File: src/rtl/hazard_pkg.sv
// Shared constants for the pipeline hazard controller.
package hazard_pkg;

  localparam int unsigned AW_DEFAULT = 5;

  // Forward-select encodings for the E-stage operand muxes
  localparam logic [1:0] FWD_RF = 2'b00;
  localparam logic [1:0] FWD_W  = 2'b01;
  localparam logic [1:0] FWD_M  = 2'b10;

endpackage

File: src/rtl/hazard_ctrl_p_if.sv
// Pipeline-register control fields into the hazard controller, and the controls it returns.
interface hazard_ctrl_p_if #(
  parameter int unsigned AW    = hazard_pkg::AW_DEFAULT,
  parameter int unsigned CNT_W = 16
);

  logic [AW-1:0]    RsD, RtD, RsE, RtE;
  logic [AW-1:0]    WriteRegE, WriteRegM, WriteRegW;
  logic             RegWriteE, RegWriteM, RegWriteW;
  logic             MemtoRegE, MemtoRegM;
  logic             BranchD, JumpD, PCSrcE;
  logic             MdStartE, MdUseD;
  logic             StallF, StallD, FlushE, FlushD;
  logic             ForwardAD, ForwardBD;
  logic [1:0]       ForwardAE, ForwardBE;
  logic             MdBusy;
  logic [CNT_W-1:0] StallCount, FlushCount;

  modport master (
    output RsD, RtD, RsE, RtE, WriteRegE, WriteRegM, WriteRegW,
    output RegWriteE, RegWriteM, RegWriteW, MemtoRegE, MemtoRegM,
    output BranchD, JumpD, PCSrcE, MdStartE, MdUseD,
    input  StallF, StallD, FlushE, FlushD, ForwardAD, ForwardBD,
    input  ForwardAE, ForwardBE, MdBusy, StallCount, FlushCount
  );

  modport slave (
    input  RsD, RtD, RsE, RtE, WriteRegE, WriteRegM, WriteRegW,
    input  RegWriteE, RegWriteM, RegWriteW, MemtoRegE, MemtoRegM,
    input  BranchD, JumpD, PCSrcE, MdStartE, MdUseD,
    output StallF, StallD, FlushE, FlushD, ForwardAD, ForwardBD,
    output ForwardAE, ForwardBE, MdBusy, StallCount, FlushCount
  );

endinterface

File: src/rtl/md_busy_counter.sv
// Mul/div busy tracker: loads MD_LAT on start and counts down; busy while non-zero.
module md_busy_counter #(
  parameter int unsigned MD_LAT = 4
) (
  input  logic clk,
  input  logic reset,
  input  logic start,
  output logic busy
);

  localparam int unsigned CW = $clog2(MD_LAT + 1);

  logic [CW-1:0] cnt_q, cnt_d;

  // A start while already busy simply restarts the full latency
  always_comb begin
    cnt_d = cnt_q;
    if (start) begin
      cnt_d = CW'(MD_LAT);
    end else if (cnt_q != '0) begin
      cnt_d = cnt_q - 1'b1;
    end
  end

  always_ff @(posedge clk) begin
    if (reset) begin
      cnt_q <= '0;
    end else begin
      cnt_q <= cnt_d;
    end
  end

  assign busy = (cnt_q != '0);

endmodule

File: src/rtl/hazard_ctrl_p.sv
// 5-stage MIPS hazard controller: forwarding selects, stall/flush controls,
// mul/div busy interlock and saturating stall/flush counters.
module hazard_ctrl_p
  import hazard_pkg::*;
#(
  parameter int unsigned AW           = AW_DEFAULT,
  parameter int unsigned MD_LAT       = 4,
  parameter bit          EARLY_BRANCH = 1'b1,
  parameter int unsigned CNT_W        = 16
) (
  input logic           clk,
  input logic           reset,
  hazard_ctrl_p_if.slave hz
);

  logic             md_busy;
  logic             lwstall, branchstall, mdstall, stall;
  logic [CNT_W-1:0] stall_cnt_q, stall_cnt_d, flush_cnt_q, flush_cnt_d;

  function automatic logic [1:0] fwd_e(input logic [AW-1:0] rx, input logic [AW-1:0] wm,
                                       input logic rwm, input logic [AW-1:0] ww,
                                       input logic rww);
    if (rx != '0 && rx == wm && rwm) return FWD_M;
    if (rx != '0 && rx == ww && rww) return FWD_W;
    return FWD_RF;
  endfunction

  md_busy_counter #(
    .MD_LAT(MD_LAT)
  ) u_md_busy (
    .clk  (clk),
    .reset(reset),
    .start(hz.MdStartE),
    .busy (md_busy)
  );

  always_comb begin
    hz.ForwardAE = fwd_e(hz.RsE, hz.WriteRegM, hz.RegWriteM, hz.WriteRegW, hz.RegWriteW);
    hz.ForwardBE = fwd_e(hz.RtE, hz.WriteRegM, hz.RegWriteM, hz.WriteRegW, hz.RegWriteW);
    hz.ForwardAD = 1'b0;
    hz.ForwardBD = 1'b0;
    branchstall  = 1'b0;
    if (EARLY_BRANCH) begin
      hz.ForwardAD = (hz.RsD != '0) && (hz.RsD == hz.WriteRegM) && hz.RegWriteM;
      hz.ForwardBD = (hz.RtD != '0) && (hz.RtD == hz.WriteRegM) && hz.RegWriteM;
      branchstall  = hz.BranchD &&
          ((hz.RegWriteE && hz.WriteRegE != '0 &&
            (hz.WriteRegE == hz.RsD || hz.WriteRegE == hz.RtD)) ||
           (hz.MemtoRegM && hz.WriteRegM != '0 &&
            (hz.WriteRegM == hz.RsD || hz.WriteRegM == hz.RtD)));
    end
    lwstall = hz.MemtoRegE && (hz.RtE != '0) && (hz.RsD == hz.RtE || hz.RtD == hz.RtE);
    mdstall = hz.MdUseD && (md_busy || hz.MdStartE);
    stall   = lwstall | branchstall | mdstall;

    hz.StallF = stall;
    hz.StallD = stall;
    hz.FlushD = !EARLY_BRANCH && hz.PCSrcE;
    hz.FlushE = stall | hz.JumpD | (!EARLY_BRANCH && hz.PCSrcE);
    hz.MdBusy = md_busy;
  end

  // Counters hold at all-ones rather than wrapping
  always_comb begin
    stall_cnt_d = stall_cnt_q;
    flush_cnt_d = flush_cnt_q;
    if (hz.StallD && stall_cnt_q != '1) stall_cnt_d = stall_cnt_q + 1'b1;
    if (hz.FlushE && flush_cnt_q != '1) flush_cnt_d = flush_cnt_q + 1'b1;
  end

  always_ff @(posedge clk) begin
    if (reset) begin
      stall_cnt_q <= '0;
      flush_cnt_q <= '0;
    end else begin
      stall_cnt_q <= stall_cnt_d;
      flush_cnt_q <= flush_cnt_d;
    end
  end

  assign hz.StallCount = stall_cnt_q;
  assign hz.FlushCount = flush_cnt_q;

endmodule
File: src/flat_wrapper.sv
// flat-port wrapper written by rule: the top's interface ports become plain ports
module hazard_ctrl_p_flat import hazard_pkg::*;
#(
  parameter int unsigned AW           = AW_DEFAULT,
  parameter int unsigned MD_LAT       = 4,
  parameter bit          EARLY_BRANCH = 1'b1,
  parameter int unsigned CNT_W        = 16
)
  (clk, reset, hz_RsD, hz_RtD, hz_RsE, hz_RtE, hz_WriteRegE, hz_WriteRegM, hz_WriteRegW, hz_RegWriteE, hz_RegWriteM, hz_RegWriteW, hz_MemtoRegE, hz_MemtoRegM, hz_BranchD, hz_JumpD, hz_PCSrcE, hz_MdStartE, hz_MdUseD, hz_StallF, hz_StallD, hz_FlushE, hz_FlushD, hz_ForwardAD, hz_ForwardBD, hz_ForwardAE, hz_ForwardBE, hz_MdBusy, hz_StallCount, hz_FlushCount);
  hazard_ctrl_p_if #(.AW(AW), .CNT_W(CNT_W)) hz_i ();
  input logic clk;
  input logic reset;
  input wire logic [$bits(hz_i.RsD)-1:0] hz_RsD;
  input wire logic [$bits(hz_i.RtD)-1:0] hz_RtD;
  input wire logic [$bits(hz_i.RsE)-1:0] hz_RsE;
  input wire logic [$bits(hz_i.RtE)-1:0] hz_RtE;
  input wire logic [$bits(hz_i.WriteRegE)-1:0] hz_WriteRegE;
  input wire logic [$bits(hz_i.WriteRegM)-1:0] hz_WriteRegM;
  input wire logic [$bits(hz_i.WriteRegW)-1:0] hz_WriteRegW;
  input wire logic [$bits(hz_i.RegWriteE)-1:0] hz_RegWriteE;
  input wire logic [$bits(hz_i.RegWriteM)-1:0] hz_RegWriteM;
  input wire logic [$bits(hz_i.RegWriteW)-1:0] hz_RegWriteW;
  input wire logic [$bits(hz_i.MemtoRegE)-1:0] hz_MemtoRegE;
  input wire logic [$bits(hz_i.MemtoRegM)-1:0] hz_MemtoRegM;
  input wire logic [$bits(hz_i.BranchD)-1:0] hz_BranchD;
  input wire logic [$bits(hz_i.JumpD)-1:0] hz_JumpD;
  input wire logic [$bits(hz_i.PCSrcE)-1:0] hz_PCSrcE;
  input wire logic [$bits(hz_i.MdStartE)-1:0] hz_MdStartE;
  input wire logic [$bits(hz_i.MdUseD)-1:0] hz_MdUseD;
  output wire logic [$bits(hz_i.StallF)-1:0] hz_StallF;
  output wire logic [$bits(hz_i.StallD)-1:0] hz_StallD;
  output wire logic [$bits(hz_i.FlushE)-1:0] hz_FlushE;
  output wire logic [$bits(hz_i.FlushD)-1:0] hz_FlushD;
  output wire logic [$bits(hz_i.ForwardAD)-1:0] hz_ForwardAD;
  output wire logic [$bits(hz_i.ForwardBD)-1:0] hz_ForwardBD;
  output wire logic [$bits(hz_i.ForwardAE)-1:0] hz_ForwardAE;
  output wire logic [$bits(hz_i.ForwardBE)-1:0] hz_ForwardBE;
  output wire logic [$bits(hz_i.MdBusy)-1:0] hz_MdBusy;
  output wire logic [$bits(hz_i.StallCount)-1:0] hz_StallCount;
  output wire logic [$bits(hz_i.FlushCount)-1:0] hz_FlushCount;
  assign hz_i.RsD = hz_RsD;
  assign hz_i.RtD = hz_RtD;
  assign hz_i.RsE = hz_RsE;
  assign hz_i.RtE = hz_RtE;
  assign hz_i.WriteRegE = hz_WriteRegE;
  assign hz_i.WriteRegM = hz_WriteRegM;
  assign hz_i.WriteRegW = hz_WriteRegW;
  assign hz_i.RegWriteE = hz_RegWriteE;
  assign hz_i.RegWriteM = hz_RegWriteM;
  assign hz_i.RegWriteW = hz_RegWriteW;
  assign hz_i.MemtoRegE = hz_MemtoRegE;
  assign hz_i.MemtoRegM = hz_MemtoRegM;
  assign hz_i.BranchD = hz_BranchD;
  assign hz_i.JumpD = hz_JumpD;
  assign hz_i.PCSrcE = hz_PCSrcE;
  assign hz_i.MdStartE = hz_MdStartE;
  assign hz_i.MdUseD = hz_MdUseD;
  assign hz_StallF = hz_i.StallF;
  assign hz_StallD = hz_i.StallD;
  assign hz_FlushE = hz_i.FlushE;
  assign hz_FlushD = hz_i.FlushD;
  assign hz_ForwardAD = hz_i.ForwardAD;
  assign hz_ForwardBD = hz_i.ForwardBD;
  assign hz_ForwardAE = hz_i.ForwardAE;
  assign hz_ForwardBE = hz_i.ForwardBE;
  assign hz_MdBusy = hz_i.MdBusy;
  assign hz_StallCount = hz_i.StallCount;
  assign hz_FlushCount = hz_i.FlushCount;
  hazard_ctrl_p #(.AW(AW), .MD_LAT(MD_LAT), .EARLY_BRANCH(EARLY_BRANCH), .CNT_W(CNT_W)) u_core (.clk(clk), .reset(reset), .hz(hz_i));
endmodule
File: config.mk
export PLATFORM = sky130hd
export DESIGN_NAME = hazard_ctrl_p_flat
export DESIGN_NICKNAME = d
export VERILOG_FILES = /design/src/rtl/hazard_pkg.sv /design/src/rtl/hazard_ctrl_p_if.sv /design/src/rtl/md_busy_counter.sv /design/src/rtl/hazard_ctrl_p.sv /design/src/flat_wrapper.sv
export SDC_FILE = /design/constraint.sdc
export NUM_CORES = 1
export LEC_CHECK = 0
export ABC_AREA = 1
export BUFFER_PORTS_ARGS = -buffer_cell sky130_fd_sc_hd__buf_4
export CORE_MARGIN = 1
export CORE_UTILIZATION = 45
export CTS_BUF_LIST = sky130_fd_sc_hd__clkbuf_8
export CTS_CLUSTER_DIAMETER = 50
export DETAILED_ROUTE_END_ITERATION = 10
export PLACE_DENSITY = 0.74
export SYNTH_ARGS = -nofsm -noshare
export SYNTH_HDL_FRONTEND = slang
export SYNTH_SLANG_ARGS = --single-unit
export TNS_END_PERCENT = 30
File: constraint.sdc
create_clock -name clk -period 1.7 [get_ports clk]
set_input_delay 0.17 -clock clk [delete_from_list [all_inputs] [get_ports clk]]
set_output_delay 0.17 -clock clk [all_outputs]
set_load 0.005 [all_outputs]
### Word-level counts from Yosys, hierarchy flattened

Index checks and enable logic that the tools add are counted.

* flip-flop bits (word level): 35
* output and inout bits: 43
* word-level logic and storage cells: 76

* add/sub/neg operators: 3
* equality and inequality tests: 14
* muxes and demuxes: 16
* bitwise gates (word level): 3
* reductions and logical operators: 36

Operators by type and width (number)
* 5-bit == test: 12
* 16-bit by 1-bit adder with 16-bit output, second input constant: 2
* 16-bit != test, second input constant: 2
* 5-bit nonzero test: 6
* 1-bit logical AND: 22
* 2-bit 2-to-1 mux: 8
* 1-bit 2-to-1 mux: 6
* 3-bit 2-to-1 mux: 2
* 1-bit logical OR: 5
* 1-bit OR: 3
* 3-bit nonzero test: 1
* 3-bit by 1-bit subtractor with 3-bit output, second input constant: 1
* 2-bit nonzero test: 1
* 2-bit OR reduction: 1

### Depth between registers and ports, before layout

* word-level depth: 9
* gate-level depth with buffers: 16

### Cells and area by module

A second synthesis with hierarchy kept.

* cells, all modules: 476
* area, all modules: 2877.8 µm²

By module, submodules not included
* hazard_ctrl_p: times used 1, cells each 450, area an instance 2702.6 µm², seq. area each 640.6 µm²
* md_busy_counter: times used 1, cells each 26, area an instance 175.2 µm², seq. area each 60.1 µm²

### Worst setup path after synthesis

Ideal clock, no wire load.

* path type: register to register
* start: register u_core.stall_cnt_q[0] (netlist: u_core.hz.StallCount[0])
* end: register u_core.stall_cnt_q[10] (netlist: u_core.hz.StallCount[10])
* data arrival time: 1.575 ns
* required time: 1.558 ns
* setup slack: -0.016 ns
* cell stages (with the launch flop): 10
* path through: dfxtp_1 ha_1 nand2_1 nor2_4 nand3_2 nor3_4 nand3_4 buf_2 nand3_1 a21oi_2

* longest elaborated chain between the ends: 2
* elaborated cells on any way between the ends: 3
* classes of those cells: 1 x add/sub; 1 x eq/ne; 1 x reduce/logical

RTL lines
* start, declared: RTL line hazard_ctrl_p.sv:18 `logic [CNT_W-1:0] stall_cnt_q, stall_cnt_d, flush_cnt_q, flush_cnt_d;`
* start signal, assigned: RTL line hazard_ctrl_p.sv:76 `stall_cnt_q <= stall_cnt_d;`
* branches (longest 2 deep; another with 16-bit by 1-bit adder with 16-bit output)

Parallel ways; which one is timed is not known.
A chain may end at the register's enable or synchronous reset.

### Final worst setup path

* start: register u_core.u_md_busy.cnt_q[0]
* end: output port hz_FlushE

* longest elaborated chain between the ends: 5

RTL lines
* start, declared: RTL line md_busy_counter.sv:13 `logic [CW-1:0] cnt_q, cnt_d;`
* start signal, assigned: RTL line md_busy_counter.sv:29 `cnt_q <= cnt_d;`
* 3-bit nonzero test: RTL line md_busy_counter.sv:33 `assign busy = (cnt_q != '0);`
* 1-bit logical OR: RTL line hazard_ctrl_p.sv:53 `mdstall = hz.MdUseD && (md_busy || hz.MdStartE);`
* 1-bit logical AND: RTL line hazard_ctrl_p.sv:53
* 1-bit OR: RTL line hazard_ctrl_p.sv:54 `stall = lwstall | branchstall | mdstall;`
* 1-bit OR: RTL line hazard_ctrl_p.sv:59 `hz.FlushE = stall | hz.JumpD | (!EARLY_BRANCH && hz.PCSrcE);`
* end, declared: RTL line flat_wrapper.sv:32 `output wire logic [$bits(hz_i.FlushE)-1:0] hz_FlushE;`

No other way between the ends.

==> reports/metrics.csv <==
metric,value,unit
initial core utilization,0.470,
crit path cell chain,inv_2 -> ha_4 -> ha_4 -> a21boi_4 -> a21oi_4 -> nand3_4 -> buf_12 -> buf_6,
Leak,2.11,nW
CTS tree,built,
Clock Root Buffer,clkbuf_8,
WL final,8940,microns
# hold bufs at CTS,0,
gpl congestion,0.933,
"flops & latches, synth",35,
Reg-to-Reg Start,u_core.hz.FlushCount[1],
Hold Path Stages,3,
total number of vias,3540,
multiplexer share of the synthesized area,0,
Fillers,559,
Port Buffer Count,87,
vias in the first global route,3169,
failing checks,negative setup slack,
Initial DRC Count,162,
pin count of the biggest net entering global routing,17,
placed insts,655,
final hold vios,0,
DRT antenna net count,0,
FP Rows,29,
"EDFF count, synth",0,
Hold Path End,u_core.u_md_busy.cnt_q[2],
XOR/XNOR Fraction of Synth Area,0.102,
core area,0.00639,sq mm
count of nets after finishing,654,
RSZ-0062 raised after global routing,yes,
Post-DP HPWL,6350,microns
total grt overflow,0,
Area Growth Syn to Fin,45.2,%
First-pass DRT Iterations,5,
CP Buf/Inv Count,3,
routed vias/inst,5.21,
Syn Nets,532,
fraction of registers with async set/reset,0,
P per Cell Area,535,mW/mm^2
clock buffer depth,2,
CP endpoint kind,output port,
R2R Setup Slk,0.02,ns
die area,0.00699,sq mm
CP arrival,1.57,ns
CP max stage delay,0.33,ns
"Data required, critical path",1.53,ns
R2R cell count,11,
Crit-path slowest cell,dfxtp_2,
"Distinct cells, synth",39,
mapped cell area,0.00300,sq mm
Routed wire per std cell,13.2,microns
outcome,"complete, but fails checks",
kind of critical path,flip-flop to output port,
power consumption,2.33,mW
Post-Route Skew,0.0102,ns
Num CTS Buffers,5,
Syn Inst Count,480,
Adder-Cell Fraction of Synth Area,0.0209,
post-layout minimum cycle time,1.74,ns
main combinational cell family by area after synthesis,simple AND/OR/NAND/NOR gates,
CTS sink cnt,35,
Critical R2R Capture,u_core.hz.FlushCount[0],
Synth Area in Simple Gates,0.416,
crit path launch,u_core.u_md_busy.cnt_q[0],
initial antenna violation count,0,
ant diodes,0,
Syn Area/Cell,6.25,sq um
gr usage total,0.245,
FMAX,574,MHz
worst hold path class,input pin to flip-flop,
Non-Filler Instances,680,
sequential area share after synthesis,0.234,
most used flip-flop cell after synthesis,dfxtp_1,
"most used cell, CP",ha_4,
chip height,83.6,microns
drt drc,0,
global-route wire length before repair,14400,microns
worst-path fanout max,3,
hold_sp,hz_MdStartE,
H-tree levels,2,
VDD IR max,461,uV
final setup TNS,-0.0715,ns
final period utilization,1.02,
setup ws final,-0.0417,ns
Pins Over Slew Limit,0,
crit-path leading delay family,flip-flops,
clock-pin transition on the worst setup and hold timing paths,0.08,ns
worst-skew pair later-pin latency,0.30,ns
Setup-failing EPs final,3,
Die W,83.6,microns
Synth warnings,0,
number of I/O pins,90,
CP Launch Type,flip-flop,
ratio of cells with drive above 1 in the final layout,0.360,
post-synthesis compound-gate area fraction,0.112,
max_cap viols,0,
-- synth_stat cells (10+ instances only) --
library cell / n / area share
dfxtp_1: 35 / 0.23
xor2_1: 18 / 0.053
nand3_1: 44 / 0.073
xnor2_1: 17 / 0.050
a21oi_2: 10 / 0.029
o21ai_0: 10 / 0.017
a21oi_1: 22 / 0.037
nor2_1: 59 / 0.074
nand2_1: 127 / 0.16
inv_1: 58 / 0.073
nand2_2: 11 / 0.023
-- cells in the final DEF (no fill, tap or decap), types with 2 or more instances in the layout --
master / count
nand2_1: 123
buf_4: 120
inv_1: 54
nor2_1: 52
nand3_1: 41
dfxtp_1: 27
a21oi_2: 20
xor2_1: 18
xnor2_1: 17
nand2_2: 14
a21oi_1: 12
o21ai_0: 10
dfxtp_2: 8
inv_2: 7
clkbuf_8: 7
nand4_1: 6
nor3_1: 5
nor4_1: 5
nor2_2: 5
buf_6: 5
nand3_4: 4
ha_4: 4
buf_12: 4
nand2_4: 3
nand3_2: 3
nor2_4: 3
nand3b_1: 3
and3_1: 3
o2111ai_1: 2
nor3_2: 2
a211oi_1: 2
-- metal layers --
layer | share of wire | routed length (microns) | GRT usage | vias up
met4 | 0.0097 | 87 | 0.0462 | 0
li1 | - | - | - | 1782
met3 | 0.050 | 451 | 0.0376 | 13
met1 | 0.44 | 3930 | 0.316 | 1642
met5 | 0 | 0 | 0 | -
met2 | 0.50 | 4480 | 0.433 | 103
-- logic make-up (layout without fill, tap and decap cells) --
| kind of cell | Yosys count | count (layout) |
|---|---|---|
| adders and majority gates | 5 | 5 |
| other | 1 | 1 |
| AOI/OAI and AO/OA | 52 | 52 |
| buffers and inverters | 77 | 200 |
| xor gates and xnor gates | 35 | 35 |
| and+or+nand+nor | 275 | 275 |
| DFF | 35 | 35 |
-- report_power, final --
group	internal [mW]	switching, mW
Clock	0.369	0.323
Combinational	0.379	0.379
Sequential	0.848	0.0296
Total	1.60	0.732
-- final cells by class --
class,count,area [sq um],share of cell area
clock inverter,1,7.51,0.00172
sequential,35,711,0.163
inverter,61,229,0.0526
clock buffer,7,96.3,0.0221
timing repair buffer,131,1070,0.246
tap,77,96.3,0.0221
multi-input combinational,368,2150,0.493
-- metrics by stage --
| stage | hold WS, ns | area (sq um) | utilization | worst slack [ns] |
|---|---|---|---|---|
| 4_1_cts | 0.0965 | 4140 | 0.648 | -0.0281 |
| 2_1_floorplan | 0.232 | 3000 | - | -0.00450 |
| 5_1_grt | 0.138 | 4360 | 0.682 | -0.0900 |
| 3_5_place_dp | 0.407 | 3890 | 0.609 | -0.0179 |
| 6_report | 0.0974 | 4360 | 0.682 | -0.0417 |
| 3_3_place_gp | 0.402 | 3890 | 0.609 | 0.00845 |
-- worst min-delay path, delay by kind of cell --
kind | cells | cell delay (ns)
AO/OA/AOI/OAI | 1 | 0.07
buffers and inverters | 2 | 0.12
-- what timing repair did --
item,4_1_cts,5_1_grt
gates cloned,1,1
endpoints found under the setup margin,23,35
pin swaps,6,14
gates resized for setup,18,40
setup buffers,6,9
-- worst max path at each step --
stage / endpoint / slack [ns] / cells past startpoint
2_1_floorplan: u_core.hz.FlushCount[4] / -0.004 / 11
3_3_place_gp: u_core.hz.FlushCount[9] / 0.008 / 10
3_5_place_dp: u_core.hz.FlushCount[10] / -0.02 / 10
4_1_cts: hz_FlushE / -0.03 / 8
5_1_grt: hz_FlushE / -0.09 / 8
6_report: hz_FlushE / -0.04 / 8
-- state kept, by name (all words and copies together), names as in the netlist --
register / flops
u_core.u_md_busy.cnt_q: 3
u_core.hz.FlushCount: 16
u_core.hz.StallCount: 16
(Power assumes the default switching activity.)
